File: config.mk
export PLATFORM = sky130hd
export DESIGN_NAME = pc_sequencer
export DESIGN_NICKNAME = d
export VERILOG_FILES = /design/src/rtl/pc_pkg.sv /design/src/rtl/pc_sequencer.sv
export SDC_FILE = /design/constraint.sdc
export NUM_CORES = 1
export LEC_CHECK = 0
export ABC_AREA = 1
export CORE_MARGIN = 1
export CORE_UTILIZATION = 40
export DETAILED_ROUTE_END_ITERATION = 8
export PLACE_DENSITY = 0.8
export SYNTH_ARGS = -nofsm -noshare
export SYNTH_HDL_FRONTEND = slang
export SYNTH_SLANG_ARGS = --single-unit
export TNS_END_PERCENT = 30
File: constraint.sdc
create_clock -name clk -period 1.6 [get_ports clk]
set_clock_uncertainty 0.1 [all_clocks]
set_input_delay 0.32 -clock clk [delete_from_list [all_inputs] [get_ports clk]]
set_output_delay 0.32 -clock clk [all_outputs]
set_load 0.005 [all_outputs]
File: src/rtl/pc_pkg.sv
// Shared definitions for the program-counter sequencer: opcodes, fault codes
// and FSM state encoding.
package pc_pkg;

  localparam logic [2:0] OP_NOP  = 3'd0;
  localparam logic [2:0] OP_INC  = 3'd1;
  localparam logic [2:0] OP_JMP  = 3'd2;
  localparam logic [2:0] OP_BR   = 3'd3;
  localparam logic [2:0] OP_CALL = 3'd4;
  localparam logic [2:0] OP_RET  = 3'd5;
  localparam logic [2:0] OP_HALT = 3'd6;
  localparam logic [2:0] OP_ILL  = 3'd7;

  localparam logic [1:0] FC_NONE = 2'd0;
  localparam logic [1:0] FC_OVF  = 2'd1;
  localparam logic [1:0] FC_UNF  = 2'd2;
  localparam logic [1:0] FC_ILL  = 2'd3;

  typedef enum logic [1:0] {
    S_RUN   = 2'd0,
    S_HALT  = 2'd1,
    S_FAULT = 2'd2
  } state_t;

endpackage

File: src/rtl/pc_sequencer.sv
// Program-counter sequencer: decodes control opcodes, computes the next PC and
// drives an external return-address stack, with overflow/underflow/illegal fault detection.
module pc_sequencer
  import pc_pkg::*;
#(
  parameter int                ADDR_W       = 8,
  parameter int                DEPTH        = 16,
  parameter logic [ADDR_W-1:0] RESET_VECTOR = {ADDR_W{1'b0}}
) (
  input  logic                     clk,
  input  logic                     rst,
  input  logic                     en,
  input  logic [2:0]               op,
  input  logic [ADDR_W-1:0]        target,
  input  logic                     cond,
  input  logic                     resume,
  output logic                     stk_push,
  output logic                     stk_pop,
  output logic [ADDR_W-1:0]        stk_wdata,
  input  logic [ADDR_W-1:0]        stk_rdata,
  input  logic                     stk_empty,
  input  logic                     stk_full,
  output logic [ADDR_W-1:0]        pc,
  output logic [$clog2(DEPTH):0]   depth,
  output logic                     halted,
  output logic                     fault,
  output logic [1:0]               fault_code
);

  localparam int DW = $clog2(DEPTH) + 1;

  state_t            state_r, state_nxt_s;
  logic [ADDR_W-1:0] pc_r, pc_nxt_s, pc_inc_s;
  logic [DW-1:0]     depth_r, depth_nxt_s;
  logic [1:0]        fc_r, fc_nxt_s;
  logic              act_s, push_s, pop_s;

  assign pc_inc_s = pc_r + {{(ADDR_W-1){1'b0}}, 1'b1};

  // Next-state, next-PC and stack strobe decode; rst gates the strobes so a
  // reset edge never commits a push or pop.
  always_comb begin
    state_nxt_s = state_r;
    pc_nxt_s    = pc_r;
    depth_nxt_s = depth_r;
    fc_nxt_s    = fc_r;
    push_s      = 1'b0;
    pop_s       = 1'b0;
    act_s       = (state_r == S_RUN) && en && rst;
    case (state_r)
      S_RUN: begin
        if (act_s) begin
          case (op)
            OP_NOP:  pc_nxt_s = pc_r;
            OP_INC:  pc_nxt_s = pc_inc_s;
            OP_JMP:  pc_nxt_s = target;
            OP_BR: begin
              if (cond) pc_nxt_s = target;
              else      pc_nxt_s = pc_inc_s;
            end
            OP_CALL: begin
              if (stk_full) begin
                state_nxt_s = S_FAULT;
                fc_nxt_s    = FC_OVF;
              end else begin
                push_s      = 1'b1;
                pc_nxt_s    = target;
                depth_nxt_s = depth_r + {{(DW-1){1'b0}}, 1'b1};
              end
            end
            OP_RET: begin
              if (stk_empty) begin
                state_nxt_s = S_FAULT;
                fc_nxt_s    = FC_UNF;
              end else begin
                pop_s       = 1'b1;
                pc_nxt_s    = stk_rdata;
                depth_nxt_s = depth_r - {{(DW-1){1'b0}}, 1'b1};
              end
            end
            OP_HALT: state_nxt_s = S_HALT;
            OP_ILL: begin
              state_nxt_s = S_FAULT;
              fc_nxt_s    = FC_ILL;
            end
            default: begin
              state_nxt_s = S_FAULT;
              fc_nxt_s    = FC_ILL;
            end
          endcase
        end else begin
          state_nxt_s = S_RUN;
        end
      end
      S_HALT: begin
        if (resume) begin
          pc_nxt_s    = pc_inc_s;
          state_nxt_s = S_RUN;
        end else begin
          state_nxt_s = S_HALT;
        end
      end
      S_FAULT: state_nxt_s = S_FAULT;
      default: state_nxt_s = S_FAULT;
    endcase
  end

  // State, PC, depth and fault-code registers with synchronous active-low reset.
  always_ff @(posedge clk) begin
    if (!rst) begin
      state_r <= S_RUN;
      pc_r    <= RESET_VECTOR;
      depth_r <= {DW{1'b0}};
      fc_r    <= FC_NONE;
    end else begin
      state_r <= state_nxt_s;
      pc_r    <= pc_nxt_s;
      depth_r <= depth_nxt_s;
      fc_r    <= fc_nxt_s;
    end
  end

  assign stk_push   = push_s;
  assign stk_pop    = pop_s;
  assign stk_wdata  = pc_inc_s;
  assign pc         = pc_r;
  assign depth      = depth_r;
  assign halted     = (state_r == S_HALT);
  assign fault      = (state_r == S_FAULT);
  assign fault_code = fc_r;

endmodule
==> flow_summary.yaml, run 1 <==
status:
  status: "complete, but fails checks"
  violations: "setup timing"
final_layout:
  antennaDiodeCount: 0
  multiInputGateArea_um2: 1080
  fillers: 227
  stdcell_count: 369
  final_nets: 357
  drive_gt1_frac: 0.422
  layout-area-overhead-vs-synth_pct: 81.3
  ff_latch_area_um2: 372
synth:
  syn-num-nets: 253
  syn_area_um2: 1380
  synthFlopType: "dfxtp_1"
  syn_inst: 222
  yosysUniqueCellTypes: 32
  yosysTopAreaCell: "dfxtp_1"
  yosysMostFrequentCell: "nand2_1"
  ys_ff_latch: 17
  synthTopCellsByCount: "nand2_1, nor2_1, inv_1"
  ys_seq_area_frac: 0.247
  yosysTopAreaCellShare: 0.247
  avgSynthCellArea_um2: 6.20
  async_reset_ff_frac: 0
  synth_edf_count: 0
  yosysWarnings: 0
  synthTopCellsByArea: "dfxtp_1, nand2_1, nor2_1"
routing:
  ant_nets: 0
  wl_per_cell_um: 13.7
  dr.pass1.iters: 4
  num_vias: 1835
  routed_via_density: 4.97
  first_iter_violations: 76
  drt_wl_total_mm: 5.04
  drc: 0
clock_tree:
  clock-sinks: 17
  root_buffer: "clkbuf_4"
  clk_path_buf_depth: 2
  postCtsHoldBufs: 0
  cts_tree: "yes"
  clock_latency_ns: 0.30
  htreeDepth: 1
  cts.clk_slew.worst_paths_ns: 0.11
  numCtsBuffers: 3
grt:
  grt_pass1_vias: 1693
  grt_pass1_wl_mm: 7.13
  track_usage: 0.261
  grt_overflow_total: 0
  antenna_found_initial: 0
  grt_max_degree: 11
critical_path:
  endpoint: "stk_wdata[4]"
  worstPathRequired_ns: 1.18
  cp_max_fo: 3
  r2r-end: "pc[2]"
  worstSetupPathType: "register to primary output"
  worst-r2r-setup-slack_ns: 0.02
  rr_worst_depth: 10
  cp-end-kind: "primary output"
  cp.arrival_ns: 1.37
  r2r-start: "state_r[0]"
  start_kind: "register"
  startpoint: "pc[1]"
place:
  place_worst_setup_slack_ns: -0.676
  place_hpwl_mm: 3.33
  portBuffers: 52
  place_inst: 353
  place.gp.congestion: 0.869
power_and_ir_drop:
  p_leak_nw: 1.31
  vdd_drop_max_v: 0.000400
  powerDensity_nw_per_um2: 467
  finalPower_w: 0.00116
sta:
  slew_headroom: 0.785
  setup_viol: 8
  fin_crit_ns: 1.79
  period_share: 1.12
  fmax_mhz: 559
  setup_tns_ns: -0.740
  timing.final.ws_setup_ns: -0.190
  tightest_slew_ns: 0.323
  rsz0062_at_grt: "true"
  final_hold_viol_count: 0
  drv_slew: 0
floorplan:
  core_um2: 3150
  initial_core_util: 0.437
  fp-row-count: 20
  die_y_um: 60.7
  dieArea_um2: 3680
  io_pins: 53
  die_x_um: 60.7
hold_path:
  hp-class: "register to register"
flow_run:
  max_cap_violations: 0
-- per-stage QoR --
step	utilization	area, um^2	hold slack [ns]
5_1_grt	0.791	2490	0.419
2_1_floorplan	-	1410	0.356
3_3_place_gp	0.713	2250	0.354
4_1_cts	0.760	2400	0.373
3_5_place_dp	0.713	2250	0.356
6_report	0.791	2490	0.392
-- state kept, by name (all words and copies together) (netlist names) --
| name | count |
|---|---|
| depth | 5 |
| fault_code | 2 |
| state_r | 2 |
| pc | 8 |
-- layout by cell type, fill, tap and decap left out, drive strengths merged --
cell type,instances
a21oi,12
a41oi,1
buf,59
clkbuf,5
clkdlybuf4s15,3
clkdlybuf4s50,22
clkinv,3
dfxtp,17
dlygate4sd2,14
dlymetal6s2s,2
fa,1
ha,4
inv,24
nand2,89
nand3,22
nand3b,3
nand4,5
nor2,29
nor3,1
nor4,1
o21ai,2
or2,2
xnor2,1
xor2,3
-- worst min-delay path by stage --
| stage | slack [ns] | start | endpoint | depth (start not counted) |
|---|---|---|---|---|
| 6_report | 0.39 | fault_code[1] | fault_code[1] | 2 |
| 3_5_place_dp | 0.36 | fault_code[0] | fault_code[0] | 2 |
| 2_1_floorplan | 0.36 | fault_code[0] | fault_code[0] | 2 |
| 4_1_cts | 0.37 | fault_code[0] | fault_code[0] | 2 |
| 3_3_place_gp | 0.35 | fault_code[0] | fault_code[0] | 2 |
| 5_1_grt | 0.42 | fault_code[1] | fault_code[1] | 2 |
-- logic make-up (layout without fill, tap and decap cells) --
| family | count (synthesis) | after routing | synth area share |
|---|---|---|---|
| compound gates | 15 | 15 | 0.0736 |
| xor+xnor | 4 | 4 | 0.0255 |
| fa+ha+maj | 5 | 5 | 0.0509 |
| buf+inv | 29 | 132 | 0.0891 |
| flops | 17 | 17 | 0.247 |
| simple gates | 152 | 152 | 0.514 |
-- cell type report --
class,instances,share of cell area
multi-input combinational,176,0.433
timing repair buffer,102,0.342
clock buffer,3,0.00903
inverter,26,0.0426
clock inverter,1,0.00201
sequential,17,0.149
tap,44,0.0221
-- repair_timing --
action,in CTS,in global routing
gates resized for setup,93,37
setup endpoints to repair,40,31
pin swaps,6,17
setup buffers,10,3
-- worst max-delay path, stage by stage (launching register included) --
cell and delay [ns]:
dfxtp_4 0.41, ha_4 0.16, nand2_4 0.07, nor2_4 0.12
xor2_2 0.18, buf_2 0.14
-- per-layer routing --
layer	share of wire	GRT usage
met2	0.50	0.468
met3	0.062	0.0341
met4	0.035	0.110
met5	0	0
met1	0.41	0.312
-- report_power, final --
part / switching, W / internal, W / leakage [nW]
logic: 0.000219 / 0.000237 / 1.14
registers: 0.0000233 / 0.000441 / 0.147
clock network: 0.000150 / 0.0000933 / 0.0177
No activity file was read; power rests on OpenSTA's default activity.
==> run 2: changes to the inputs <==
--- a/config.mk
+++ b/config.mk
@@ -13,4 +13,3 @@
 export SYNTH_ARGS = -nofsm -noshare
 export SYNTH_HDL_FRONTEND = slang
 export SYNTH_SLANG_ARGS = --single-unit
-export TNS_END_PERCENT = 30
==> run 2 against run 1 <==
The run still ends with setup timing left. Global-route usage is 0.11 points lower. Sequential power fell by 0.9%. Clock-buffer cell count stayed put. Final cell count increased by 2.2%. Critical path depth did not move. Register-to-register slack about the same. Combinational power increased by 4%. Wire length grew 10%. First-iteration DRC count rose by 68%. Critical endpoint unchanged. Highest routed layer unchanged.
==> flow_summary.yaml, run 2 (same netlist as run 1, synthesis figures left out) <==
sta:
  fin_crit_ns: 1.81
  setup_viol: 7
  rsz0062_at_grt: "true"
  tightest_slew_ns: 0.313
  fmax_mhz: 552
  drv_slew: 0
  timing.final.ws_setup_ns: -0.211
  period_share: 1.13
  slew_headroom: 0.791
  final_hold_viol_count: 0
final_layout:
  antennaDiodeCount: 0
  fillers: 211
  drive_gt1_frac: 0.444
  largest_reg_flops: 8
  final_cell_mix: "nand2_1, buf_4, clkdlybuf4s50_1"
  ff_latch_area_um2: 372
  finalInstanceArea_um2: 2570
  final_nets: 365
  multiInputGateArea_um2: 1090
  layout-area-overhead-vs-synth_pct: 86.5
  final_common_cell: "nand2_1"
critical_path:
  cp_max_fo: 3
  crit_slowest_cell: "dfxtp_4"
  worstPathRequired_ns: 1.18
  slowest_delay_ns: 0.40
  worstSetupPathType: "register to primary output"
  startpoint: "pc[1]"
  worst-r2r-setup-slack_ns: 0.03
  cp.arrival_ns: 1.39
  r2r-start: "state_r[0]"
  cp_cell_sequence: "ha_4 > nand2_4 > nor2_4 > xor2_2 > buf_2"
  cp-end-kind: "primary output"
  start_kind: "register"
grt:
  grt_overflow_total: 0
  grt_pass1_vias: 1714
  grt_pass1_wl_mm: 7.10
  grt_max_degree: 11
  track_usage: 0.260
  antenna_found_initial: 0
place:
  portBuffers: 52
  placed_cell_area_um2: 2250
  place_hpwl_mm: 3.33
  place.gp.congestion: 0.869
power_and_ir_drop:
  p_leak_nw: 1.31
  powerDensity_nw_per_um2: 464
  vdd_drop_max_v: 0.000375
  finalPower_w: 0.00119
clock_tree:
  numCtsBuffers: 3
  postCtsHoldBufs: 0
  htreeDepth: 1
  clock-sinks: 17
  root_buffer: "clkbuf_4"
  cts.clk_slew.worst_paths_ns: 0.12
  clk_path_buf_depth: 2
  cts_tree: "yes"
  clock_latency_ns: 0.32
floorplan:
  die_y_um: 60.7
  dieArea_um2: 3680
  io_pins: 53
  initial_core_util: 0.437
  core_um2: 3150
  fp-row-count: 20
  die_x_um: 60.7
status:
  status: "complete, but fails checks"
  violations: "setup timing"
routing:
  drt_wl_total_mm: 5.57
  routed_via_density: 5.21
  dr.pass1.iters: 5
  drc: 0
  ant_nets: 0
  wl_per_cell_um: 14.8
  num_vias: 1965
  first_iter_violations: 128
hold_path:
  hp-class: "register to register"
  holdCritStartpoint: "fault_code[0]"
flow_run:
  max_cap_violations: 0
run 2: cell types whose count changed in the layout (fill, tap and decap cells not counted), moves of 3 or more:
cell / previous run / this run
buf_4: 47 / 54
clkbuf_2: 2 / 5
dlygate4sd2_1: 14 / 10
nand2_2: 5 / 8
run 2: report_power, final:
| part | internal (W) | switching (W) |
|---|---|---|
| clock | 0.0000937 | 0.000163 |
| sequential | 0.000441 | 0.0000198 |
| combinational | 0.000244 | 0.000229 |
run 2: final cells by class:
cell class,instances,area share
multi-input cells,176,0.424
flip-flops and latches,17,0.145
repair buffers,110,0.357
inverters,26,0.0424
clock buffers,3,0.00878
well taps,44,0.0215
clock inverters,1,0.00195
run 2: worst max-delay path: cells and delay by family, from the launching register on:
| kind | cells | cell delay, ns |
|---|---|---|
| XOR/XNOR | 1 | 0.18 |
| adder cells (fa/ha/maj) | 1 | 0.16 |
| flip-flops | 1 | 0.40 |
| buffers and inverters | 1 | 0.14 |
| AND/OR/NAND/NOR | 2 | 0.20 |
run 2: path summary, 6_finish.rpt:
path | end | cells past startpoint
setup reg to reg | fault_code[1] | 10
setup / recovery | stk_wdata[4] | 5
hold / removal | fault_code[0] | 2
hold reg to reg | fault_code[0] | 2
run 2: per-layer routing:
metal  track usage  wire [um]  vias up
met5             0          0        -
met4         0.117        212        0
met3        0.0362        334       28
met2         0.468       2760      106
met1         0.304       2260      907
li1              -          -      924
run 2: metrics by stage:
stage / hold WS, ns / setup TNS, ns / setup slack (ns) / cells / utilization
2_1_floorplan: 0.356 / 0 / 0.0215 / 222 / -
3_3_place_gp: 0.354 / -9.39 / -0.635 / 353 / 0.713
3_5_place_dp: 0.356 / -10.51 / -0.676 / 353 / 0.713
4_1_cts: 0.373 / -0.651 / -0.205 / 371 / 0.773
5_1_grt: 0.401 / -1.34 / -0.260 / 377 / 0.814
6_report: 0.380 / -0.819 / -0.211 / 377 / 0.814
run 2: timing repair:
action / CTS / global route
resized for setup: 93 / 42
buffers inserted: 14 / 7
endpoints found under the setup margin: 40 / 32
pin swaps: 6 / 22
==> run 3: changes to the inputs <==
==> constraint.sdc (replaced) <==
create_clock -name clk -period 1.6 [get_ports clk]
set_clock_uncertainty 0.1 [all_clocks]
set_input_delay 0.32 -clock clk [delete_from_list [all_inputs] [get_ports clk]]
set_output_delay 0.32 -clock clk [all_outputs]
set_load 0.05 [all_outputs]
==> run 3 against run 2 <==
The flow still finishes with violations (setup timing). Worst setup slack got worse by 0.054 ns. Fmax decreased by 2.9%. Worst hold slack improved by 0.014 ns. Core utilization increased by 7.8 points. Final cell count decreased by 4.0%. Wire length increased by 13%. Sequential power increased by 0.9%. Clock-buffer cell count increased by 1. Combinational power increased by 50%. Design area increased by 9.6%. Largest power group unchanged.
==> flow_summary.yaml, run 3 (same netlist as run 1, synthesis figures left out) <==
clock_tree:
  cts_tree: "yes"
  clk_path_buf_depth: 2
  root_buffer: "clkbuf_4"
  numCtsBuffers: 3
  clock-sinks: 17
  clock_latency_ns: 0.30
  cts.clk_slew.worst_paths_ns: 0.11
  postCtsHoldBufs: 0
  htreeDepth: 1
routing:
  routed_via_density: 5.56
  drt_wl_total_mm: 6.30
  drc: 0
  dr.pass1.iters: 4
  num_vias: 2011
  first_iter_violations: 164
  ant_nets: 0
  wl_per_cell_um: 17.4
place:
  place.gp.congestion: 0.855
  portBuffers: 52
  placed_cell_area_um2: 2550
  place_inst: 338
  place_hpwl_mm: 3.56
sta:
  fmax_mhz: 536
  final_hold_viol_count: 0
  drv_slew: 0
  rsz0062_at_grt: "true"
  tightest_slew_ns: 0.305
  timing.final.ws_setup_ns: -0.265
  fin_crit_ns: 1.86
  setup_viol: 9
  slew_headroom: 0.795
  period_share: 1.17
hold_path:
  hp-class: "primary input to register"
  holdCritStartpoint: "op[2]"
final_layout:
  drive_gt1_frac: 0.443
  finalInstanceArea_um2: 2810
  final_common_cell: "nand2_1"
  stdcell_count: 362
  ff_latch_area_um2: 372
  layout-area-overhead-vs-synth_pct: 104
  final_nets: 350
  final_cell_mix: "nand2_1, buf_4, buf_12"
  multiInputGateArea_um2: 1120
  largest_reg_flops: 8
  fillers: 147
  antennaDiodeCount: 0
floorplan:
  fp-row-count: 20
  initial_core_util: 0.437
  core_um2: 3150
  io_pins: 53
  dieArea_um2: 3680
  die_x_um: 60.7
  die_y_um: 60.7
power_and_ir_drop:
  powerDensity_nw_per_um2: 503
  switchingPower_w: 0.000550
  vdd_drop_max_v: 0.000468
  p_seq_frac: 0.329
  p_leak_nw: 1.31
  p_int_w: 0.000865
  p_clk_frac: 0.170
  p_sw_frac: 0.389
  power_frac_comb: 0.501
flow_run:
  max_cap_violations: 0
critical_path:
  cp_cell_sequence: "ha_4 > nand2_4 > nor2_4 > xor2_4 > buf_12"
  startpoint: "pc[0]"
  slowest_delay_ns: 0.40
  cp_max_fo: 3
  cp.arrival_ns: 1.44
  crit_slowest_cell: "dfxtp_4"
  worstSetupPathType: "register to primary output"
  start_kind: "register"
  r2r-start: "pc[0]"
  worstPathRequired_ns: 1.18
  cp-end-kind: "primary output"
grt:
  grt_overflow_total: 0
  antenna_found_initial: 0
  track_usage: 0.319
  grt_max_degree: 10
  grt_pass1_wl_mm: 8.67
  grt_pass1_vias: 2011
status:
  violations: "setup timing"
  status: "complete, but fails checks"
run 3: cell count changes in the layout (fill, tap and decap cells not counted), moves of 3 or more:
cell,previous run,this run
buf_2,7,0
dfxtp_1,0,4
nor2_2,5,1
dfxtp_2,13,7
dlygate4sd2_1,10,2
buf_4,54,36
clkdlybuf4s50_1,24,19
clkbuf_2,5,2
nor2_1,19,22
buf_12,1,27
run 3: repair_timing:
action / CTS / global route
setup endpoints to repair: 25 / 16
resized for setup: 16 / 22
setup buffers: 17 / 4
pin swaps: 14 / 20
hold endpoints to repair: 0 / 0
run 3: layer usage:
layer / up-vias / part of all wire / routed length [um] / global-route usage
met5: - / 0 / 0 / 0
met4: 0 / 0.061 / 383 / 0.188
met3: 46 / 0.075 / 475 / 0.0789
met2: 138 / 0.50 / 3170 / 0.582
met1: 932 / 0.36 / 2260 / 0.329
li1: 895 / - / - / -
run 3: cell type report:
cell class / instances / share of cell area
inverter: 26 / 0.0392
clock buffer: 4 / 0.00935
timing repair buffer: 95 / 0.402
multi-input combinational: 176 / 0.398
sequential: 17 / 0.132
tap: 44 / 0.0196
run 3: metrics by stage:
step | TNS [ns] | hold slack (ns) | setup slack [ns] | power [W] | util
2_1_floorplan | -0.380 | 0.373 | -0.161 | 0.000798 | -
3_3_place_gp | -6.67 | 0.385 | -0.415 | 0.00109 | 0.809
3_5_place_dp | -7.81 | 0.397 | -0.468 | 0.00110 | 0.809
4_1_cts | -1.39 | 0.419 | -0.221 | 0.00137 | 0.865
5_1_grt | -2.16 | 0.408 | -0.307 | 0.00146 | 0.892
6_report | -1.61 | 0.394 | -0.265 | 0.00141 | 0.892
run 3: path summary, 6_finish.rpt:
kind | to | slack, ns | cells past startpoint
setup / recovery | stk_wdata[4] | -0.26 | 5
hold / removal | fault_code[1] | 0.39 | 4
hold reg to reg | fault_code[1] | 0.42 | 2
setup reg to reg | pc[4] | -0.03 | 10
run 3: power groups by stage:
stage	combinational [W]	sequential, W	clock [W]
4_1_cts	0.000661	0.000460	0.000247
3_3_place_gp	0.000612	0.000473	0
2_1_floorplan	0.000271	0.000528	0
3_5_place_dp	0.000625	0.000474	0
6_report	0.000709	0.000465	0.000240
5_1_grt	0.000740	0.000467	0.000257
run 3: worst max-delay path, delay by kind of cell, from the launching register on:
family	cells	cell delay [ns]
XOR/XNOR	1	0.20
adder cells (fa/ha/maj)	1	0.17
buffers and inverters	1	0.16
flip-flops	1	0.40
AND/OR/NAND/NOR	2	0.21
